## src/rtl/wt_pingpong_sched_if.sv

```systemverilog
// wt_pingpong_sched_if: layer start/done, weight-DMA and compute handshakes of the ping-pong scheduler
interface wt_pingpong_sched_if #(
  parameter int GRP_W = 16,
  parameter int LEN_W = 12
);
  logic start;
  logic [GRP_W-1:0] num_grp;
  logic [LEN_W-1:0] grp_len;
  logic busy;
  logic done;
  logic dma_req;
  logic dma_ack;
  logic dma_bank;
  logic [GRP_W-1:0] dma_grp;
  logic [LEN_W-1:0] dma_len;
  logic dma_done;
  logic cmp_start;
  logic cmp_bank;
  logic [GRP_W-1:0] cmp_grp;
  logic cmp_done;
  // CSR / DMA / weight-FSM side
  modport master (
    output start, num_grp, grp_len, dma_ack, dma_done, cmp_done,
    input  busy, done, dma_req, dma_bank, dma_grp, dma_len, cmp_start, cmp_bank, cmp_grp
  );
  // scheduler side
  modport slave (
    input  start, num_grp, grp_len, dma_ack, dma_done, cmp_done,
    output busy, done, dma_req, dma_bank, dma_grp, dma_len, cmp_start, cmp_bank, cmp_grp
  );
endinterface

```

## src/rtl/wt_pingpong_sched.sv

```systemverilog
// wt_pingpong_sched: ping-pong weight-bank scheduler overlapping group loads with group compute
module wt_pingpong_sched #(
  parameter int GRP_W = 16,
  parameter int LEN_W = 12
) (
  input logic clk,
  input logic rst,
  wt_pingpong_sched_if.slave sif
);
  typedef enum logic {IDLE, RUN} state_t;
  state_t state_q;
  logic [GRP_W-1:0] num_q, ld_grp_q, cp_grp_q;
  logic [LEN_W-1:0] len_q;
  logic [1:0] full_q, full_d;
  logic ld_bank_q, ld_out_q, cp_bank_q, cp_act_q;
  logic busy_q, done_q, dma_req_q, cmp_start_q;
  logic ld_fin, cp_fin, last, ld_ok, cp_ok;
  // completions, issue conditions from registered state, and bank occupancy after this edge
  always_comb begin
    ld_fin = ld_out_q & sif.dma_done;
    cp_fin = cp_act_q & sif.cmp_done;
    last = cp_fin & (cp_grp_q + GRP_W'(1) == num_q);
    ld_ok = !ld_out_q & !dma_req_q & (ld_grp_q < num_q) & !full_q[ld_bank_q];
    cp_ok = !cp_act_q & !cmp_start_q & full_q[cp_bank_q] & (cp_grp_q < num_q);
    full_d = (full_q | ({1'b0, ld_fin} << ld_bank_q)) & ~({1'b0, cp_fin} << cp_bank_q);
  end
  // layer FSM; load and compute sides advance independently while RUN
  always_ff @(posedge clk) begin
    if (rst) begin
      state_q <= IDLE;
      num_q <= '0;
      len_q <= '0;
      full_q <= '0;
      ld_grp_q <= '0;
      ld_bank_q <= 1'b0;
      ld_out_q <= 1'b0;
      cp_grp_q <= '0;
      cp_bank_q <= 1'b0;
      cp_act_q <= 1'b0;
      busy_q <= 1'b0;
      done_q <= 1'b0;
      dma_req_q <= 1'b0;
      cmp_start_q <= 1'b0;
    end else begin
      done_q <= 1'b0;
      cmp_start_q <= 1'b0;
      if (state_q == IDLE) begin
        if (sif.start) begin
          num_q <= sif.num_grp;
          len_q <= sif.grp_len;
          full_q <= '0;
          ld_grp_q <= '0;
          ld_bank_q <= 1'b0;
          ld_out_q <= 1'b0;
          cp_grp_q <= '0;
          cp_bank_q <= 1'b0;
          cp_act_q <= 1'b0;
          dma_req_q <= 1'b0;
          state_q <= (sif.num_grp != '0) ? RUN : IDLE;
          busy_q <= sif.num_grp != '0;
          done_q <= sif.num_grp == '0;
        end
      end else begin
        full_q <= full_d;
        if (dma_req_q & sif.dma_ack) begin
          dma_req_q <= 1'b0;
          ld_out_q <= 1'b1;
        end else if (ld_ok) begin
          dma_req_q <= 1'b1;
        end
        if (ld_fin) begin
          ld_out_q <= 1'b0;
          ld_bank_q <= ~ld_bank_q;
          ld_grp_q <= ld_grp_q + GRP_W'(1);
        end
        if (cp_fin) begin
          cp_act_q <= 1'b0;
          cp_bank_q <= ~cp_bank_q;
          cp_grp_q <= cp_grp_q + GRP_W'(1);
        end else if (cp_ok) begin
          cmp_start_q <= 1'b1;
          cp_act_q <= 1'b1;
        end
        if (last) begin
          state_q <= IDLE;
          busy_q <= 1'b0;
          done_q <= 1'b1;
        end
      end
    end
  end
  assign sif.busy = busy_q;
  assign sif.done = done_q;
  assign sif.dma_req = dma_req_q;
  assign sif.dma_bank = ld_bank_q;
  assign sif.dma_grp = ld_grp_q;
  assign sif.dma_len = len_q;
  assign sif.cmp_start = cmp_start_q;
  assign sif.cmp_bank = cp_bank_q;
  assign sif.cmp_grp = cp_grp_q;
endmodule
```

## src/flat_wrapper.sv

```systemverilog
// flat-port wrapper written by rule: the top's interface ports become plain ports
module wt_pingpong_sched_flat 
#(
  parameter int GRP_W = 16,
  parameter int LEN_W = 12
)
  (clk, rst, sif_start, sif_num_grp, sif_grp_len, sif_dma_ack, sif_dma_done, sif_cmp_done, sif_busy, sif_done, sif_dma_req, sif_dma_bank, sif_dma_grp, sif_dma_len, sif_cmp_start, sif_cmp_bank, sif_cmp_grp);
  wt_pingpong_sched_if #(.GRP_W(GRP_W), .LEN_W(LEN_W)) sif_i ();
  input logic clk;
  input logic rst;
  input wire logic [$bits(sif_i.start)-1:0] sif_start;
  input wire logic [$bits(sif_i.num_grp)-1:0] sif_num_grp;
  input wire logic [$bits(sif_i.grp_len)-1:0] sif_grp_len;
  input wire logic [$bits(sif_i.dma_ack)-1:0] sif_dma_ack;
  input wire logic [$bits(sif_i.dma_done)-1:0] sif_dma_done;
  input wire logic [$bits(sif_i.cmp_done)-1:0] sif_cmp_done;
  output wire logic [$bits(sif_i.busy)-1:0] sif_busy;
  output wire logic [$bits(sif_i.done)-1:0] sif_done;
  output wire logic [$bits(sif_i.dma_req)-1:0] sif_dma_req;
  output wire logic [$bits(sif_i.dma_bank)-1:0] sif_dma_bank;
  output wire logic [$bits(sif_i.dma_grp)-1:0] sif_dma_grp;
  output wire logic [$bits(sif_i.dma_len)-1:0] sif_dma_len;
  output wire logic [$bits(sif_i.cmp_start)-1:0] sif_cmp_start;
  output wire logic [$bits(sif_i.cmp_bank)-1:0] sif_cmp_bank;
  output wire logic [$bits(sif_i.cmp_grp)-1:0] sif_cmp_grp;
  assign sif_i.start = sif_start;
  assign sif_i.num_grp = sif_num_grp;
  assign sif_i.grp_len = sif_grp_len;
  assign sif_i.dma_ack = sif_dma_ack;
  assign sif_i.dma_done = sif_dma_done;
  assign sif_i.cmp_done = sif_cmp_done;
  assign sif_busy = sif_i.busy;
  assign sif_done = sif_i.done;
  assign sif_dma_req = sif_i.dma_req;
  assign sif_dma_bank = sif_i.dma_bank;
  assign sif_dma_grp = sif_i.dma_grp;
  assign sif_dma_len = sif_i.dma_len;
  assign sif_cmp_start = sif_i.cmp_start;
  assign sif_cmp_bank = sif_i.cmp_bank;
  assign sif_cmp_grp = sif_i.cmp_grp;
  wt_pingpong_sched #(.GRP_W(GRP_W), .LEN_W(LEN_W)) u_core (.clk(clk), .rst(rst), .sif(sif_i));
endmodule
```

## config.mk

```make
export PLATFORM = sky130hd
export DESIGN_NAME = wt_pingpong_sched_flat
export DESIGN_NICKNAME = d
export VERILOG_FILES = /design/src/rtl/wt_pingpong_sched_if.sv /design/src/rtl/wt_pingpong_sched.sv /design/src/flat_wrapper.sv
export SDC_FILE = /design/constraint.sdc
export NUM_CORES = 1
export LEC_CHECK = 0
export ABC_CLOCK_PERIOD_IN_PS = 3000
export CAP_MARGIN = 20
export CELL_PAD_IN_SITES_DETAIL_PLACEMENT = 0
export CELL_PAD_IN_SITES_GLOBAL_PLACEMENT = 2
export CORE_MARGIN = 8
export CORE_UTILIZATION = 30
export CTS_CLUSTER_SIZE = 8
export DETAILED_ROUTE_END_ITERATION = 8
export GPL_ROUTABILITY_DRIVEN = 0
export PLACE_DENSITY_LB_ADDON = 0.1
export SLEW_MARGIN = 20
export SYNTH_ARGS = -nofsm -noshare
export SYNTH_HDL_FRONTEND = slang
export SYNTH_SLANG_ARGS = --single-unit
```

## constraint.sdc

```tcl
create_clock -name clk -period 3 [get_ports clk]
set_input_delay 0.45 -clock clk [delete_from_list [all_inputs] [get_ports clk]]
set_output_delay 0.45 -clock clk [all_outputs]
set_load 0.01 [all_outputs]
```

==> flow_summary_export.csv <==
group,metric,value,unit
hold_path,min_from,"u_core.sif.dma_len[5]",
sta,worst_pin_slew,0.724,ns
cts,clock_sinks,71,
drt,detail_route.first_pass.iterations,5,
cts,cts_resized,0,
logic_synthesis,synthArstFlopShare,0,%
die,std_cell_rows,42,
power,cellPowerDensity,448,nW/µm²
sta,min_period,2.73,ns
logic_synthesis,ys_ff_latch,71,
worst_setup_path,slowest_stage,"or4_2",
logic_synthesis,synth_ff_type,"dfxtp_1",
cts,clock-root-buffer,"clkbuf_16",
sta,fmax,366,MHz
sta,finClkSkew,0.00315,ns
die,initial_core_util,30.5,%
logic_synthesis,synth_edf_count,0,
worst_setup_path,cp_slowest_stage_delay,0.69,ns
cells_and_area,drive_above_1_share,7.86,%
drt,wl_per_cell,17.1,µm
worst_setup_path,crit_start,"u_core.sif.cmp_grp[8]",
worst_setup_path,critPathMaxFanout,8,
cells_and_area,syn_to_final_growth,35.3,%
drt,drc_errors,0,
cts,postCtsSetupRepairBufs,0,
drt,vias,3873,
logic_synthesis,syn_avg_cell_area,7.99,µm²
sta,setup-tns-final,0,ns
logic_synthesis,yosysMostFrequentCell,"nand2_1",
placed_design,placed_cell_area,5110,µm²
run,cap_violations,0,
die,core_region_area,13100,µm²
cells_and_area,final_area,5430,µm²
die,ios,84,
drt,vias_per_cell,5.00,
sta,slew-limit-headroom,51.7,%
sta,holdWs,0.457,ns
cts,cts_made_buffers,9,
drt,drt_iter0_drc,203,
logic_synthesis,synthTopCellsByCount,"nand2_1, dfxtp_1, a21oi_1",
logic_synthesis,synth_cells,502,
cts,cts_max_level,3,
worst_setup_path,end_kind,"register",
global_route,grt_usage,15.4,%
cells_and_area,n_antenna_cell,0,
logic_synthesis,syn_nets,569,
logic_synthesis,yosys_warnings,0,
worst_setup_path,start_kind,"register",
logic_synthesis,yosysTopAreaCell,"dfxtp_1",
sta,drv_slew,0,
global_route,overflow,0,
worst_setup_path,required,3.23,ns
status,outcome,"completed",
worst_setup_path,path_cells,"nand2_1 -> or4_2 -> xnor2_1 -> or4_1 -> nor4_2 -> nand3_1 -> and3_1",
logic_synthesis,syn_area,4010,µm²
sta,rsz0062_at_grt,"no",
cts,clock_latency,0.34,ns
placed_design,hpwl,10200,µm
worst_setup_path,crit_arrival,2.96,ns
logic_synthesis,ys_top_cells_by_area,"dfxtp_1, ha_1, nand2_1, a21oi_1, xor2_1",
global_route,grt_pass1_wl,21100,µm
logic_synthesis,ys_seq_area_share,35.4,%
logic_synthesis,synthDistinctLibCells,57,
die,die_w,132,µm
global_route,grt_max_degree,34,
sta,finalCritPeriodShare,91.1,%
worst_setup_path,critPathKind,"reg -> reg",
die,die-area,17300,µm²
die,fp.dieH,132,µm
worst_setup_path,r2r_start,"u_core.sif.cmp_grp[8]",
drt,wl,13200,µm
power,peakVddDrop,0.276,mV
placed_design,portBuffers,83,
drt,ant_nets,0,
global_route,antenna_found_initial,0,
cts,hold_buffers,0,
cts,cts_tree,"done",
cts,clk_path_buf_depth,2,
sta,hold_violations,0,
global_route,grt_pass1_vias,3784,
hold_path,hold_class,"reg -> reg",
logic_synthesis,yosys.area.top_type_share,35.4,%
power,leakage,0.00206,µW
cts,clk_pin_slew,0.06,ns
cells_and_area,nets,661,
sta,finalSetupViolCount,0,
registers in the layout, summed over array words and instances (netlist names):
signal / count
u_core.state_q: 1
u_core.sif.cmp_bank: 1
u_core.sif.busy: 1
u_core.ld_out_q: 1
u_core.sif.dma_len: 12
u_core.cp_act_q: 1
u_core.sif.cmp_grp: 16
u_core.sif.cmp_start: 1
u_core.full_q: 2
u_core.sif.done: 1
u_core.sif.dma_bank: 1
u_core.sif.dma_req: 1
u_core.sif.dma_grp: 16
u_core.num_q: 16
power breakdown:
group	switching (µW)	total (µW)	internal (µW)
Combinational	142	271	129
Sequential	30.2	1000	971
Clock	413	1160	747
path summary, 6_finish.rpt:
path                           endpoint  slack (ns)  depth (start not counted)
setup reg to reg        u_core.sif.busy        0.27                          7
hold / removal    u_core.sif.dma_len[5]        0.46                          2
hold reg to reg   u_core.sif.dma_len[5]        0.46                          2
setup / recovery        u_core.sif.busy        0.27                          7
layout make-up:
class,instances,area (µm²)
clock buffers,12,246
clock inverters,3,67.6
fillers,1390,7710
inverters,21,78.8
multi-input cells,387,2400
flip-flops and latches,71,1420
well taps,176,220
repair buffers,104,988
layout by cell type, fill, tap and decap left out, types with 2 or more instances in the layout:
master and instances:
xnor2_1 16, o21a_1 2, bufinv_16 2, buf_4 21, o31ai_1 4, xor2_1 17
nor2b_1 5, clkdlybuf4s50_1 83, nand2_1 79, a31oi_1 4, nand2b_1 7, or3_1 4
a2111oi_0 2, o41ai_1 2, clkbuf_16 9, nor2_1 33, o22ai_1 2, dfxtp_1 71
a21oi_1 52, clkbuf_1 2, ha_1 33, and3_1 8, o21ai_0 27, nor3_1 9
inv_1 21, and2_1 3, and4_1 5, a211oi_1 2, and4_2 2, nand4_1 8
o211ai_1 3, nor4_1 7, or4_1 2, a21o_1 3, nand3_1 25
metal layers:
layer  vias up  global-route usage (%)  wire length (µm)  share of wire, %
li1       1958                       -                 -                 -
met1      1803                    20.3              6380                48
met2        99                    22.9              5810                44
met3        13                    5.45               852               6.4
met4         0                    4.72               188               1.4
met5         -                       0                 0                 0
metrics by stage:
stage / setup slack (ns) / power [µW] / util [%] / instances
after global routing: 0.0697 / 2550 / 41.3 / 774
after floorplan: 0.311 / 1160 / - / 502
after detailed placement: 0.294 / 1300 / 38.9 / 759
after global placement: 0.384 / 1290 / 38.9 / 759
final: 0.268 / 2430 / 41.3 / 774
after CTS: 0.268 / 2470 / 41.3 / 774
kinds of logic (layout without fill, tap and decap cells):
| logic type | Yosys count | after routing | synth area share (%) |
|---|---|---|---|
| and+or+nand+nor | 205 | 205 | 25.1 |
| AOI/OAI and AO/OA | 115 | 115 | 17.0 |
| DFF | 71 | 71 | 35.4 |
| buffers and inverters | 44 | 140 | 4.71 |
| adders and majority gates | 33 | 33 | 10.3 |
| xor gates and xnor gates | 33 | 33 | 7.20 |
| muxes | 1 | 1 | 0.281 |
worst max-delay path: cells and delay by family (launching register included):
kind	cells	cell delay, ns
and+or+nand+nor	6	2.02
xor gates and xnor gates	1	0.15
DFF	1	0.45
Power figures use the tool's default switching activity.
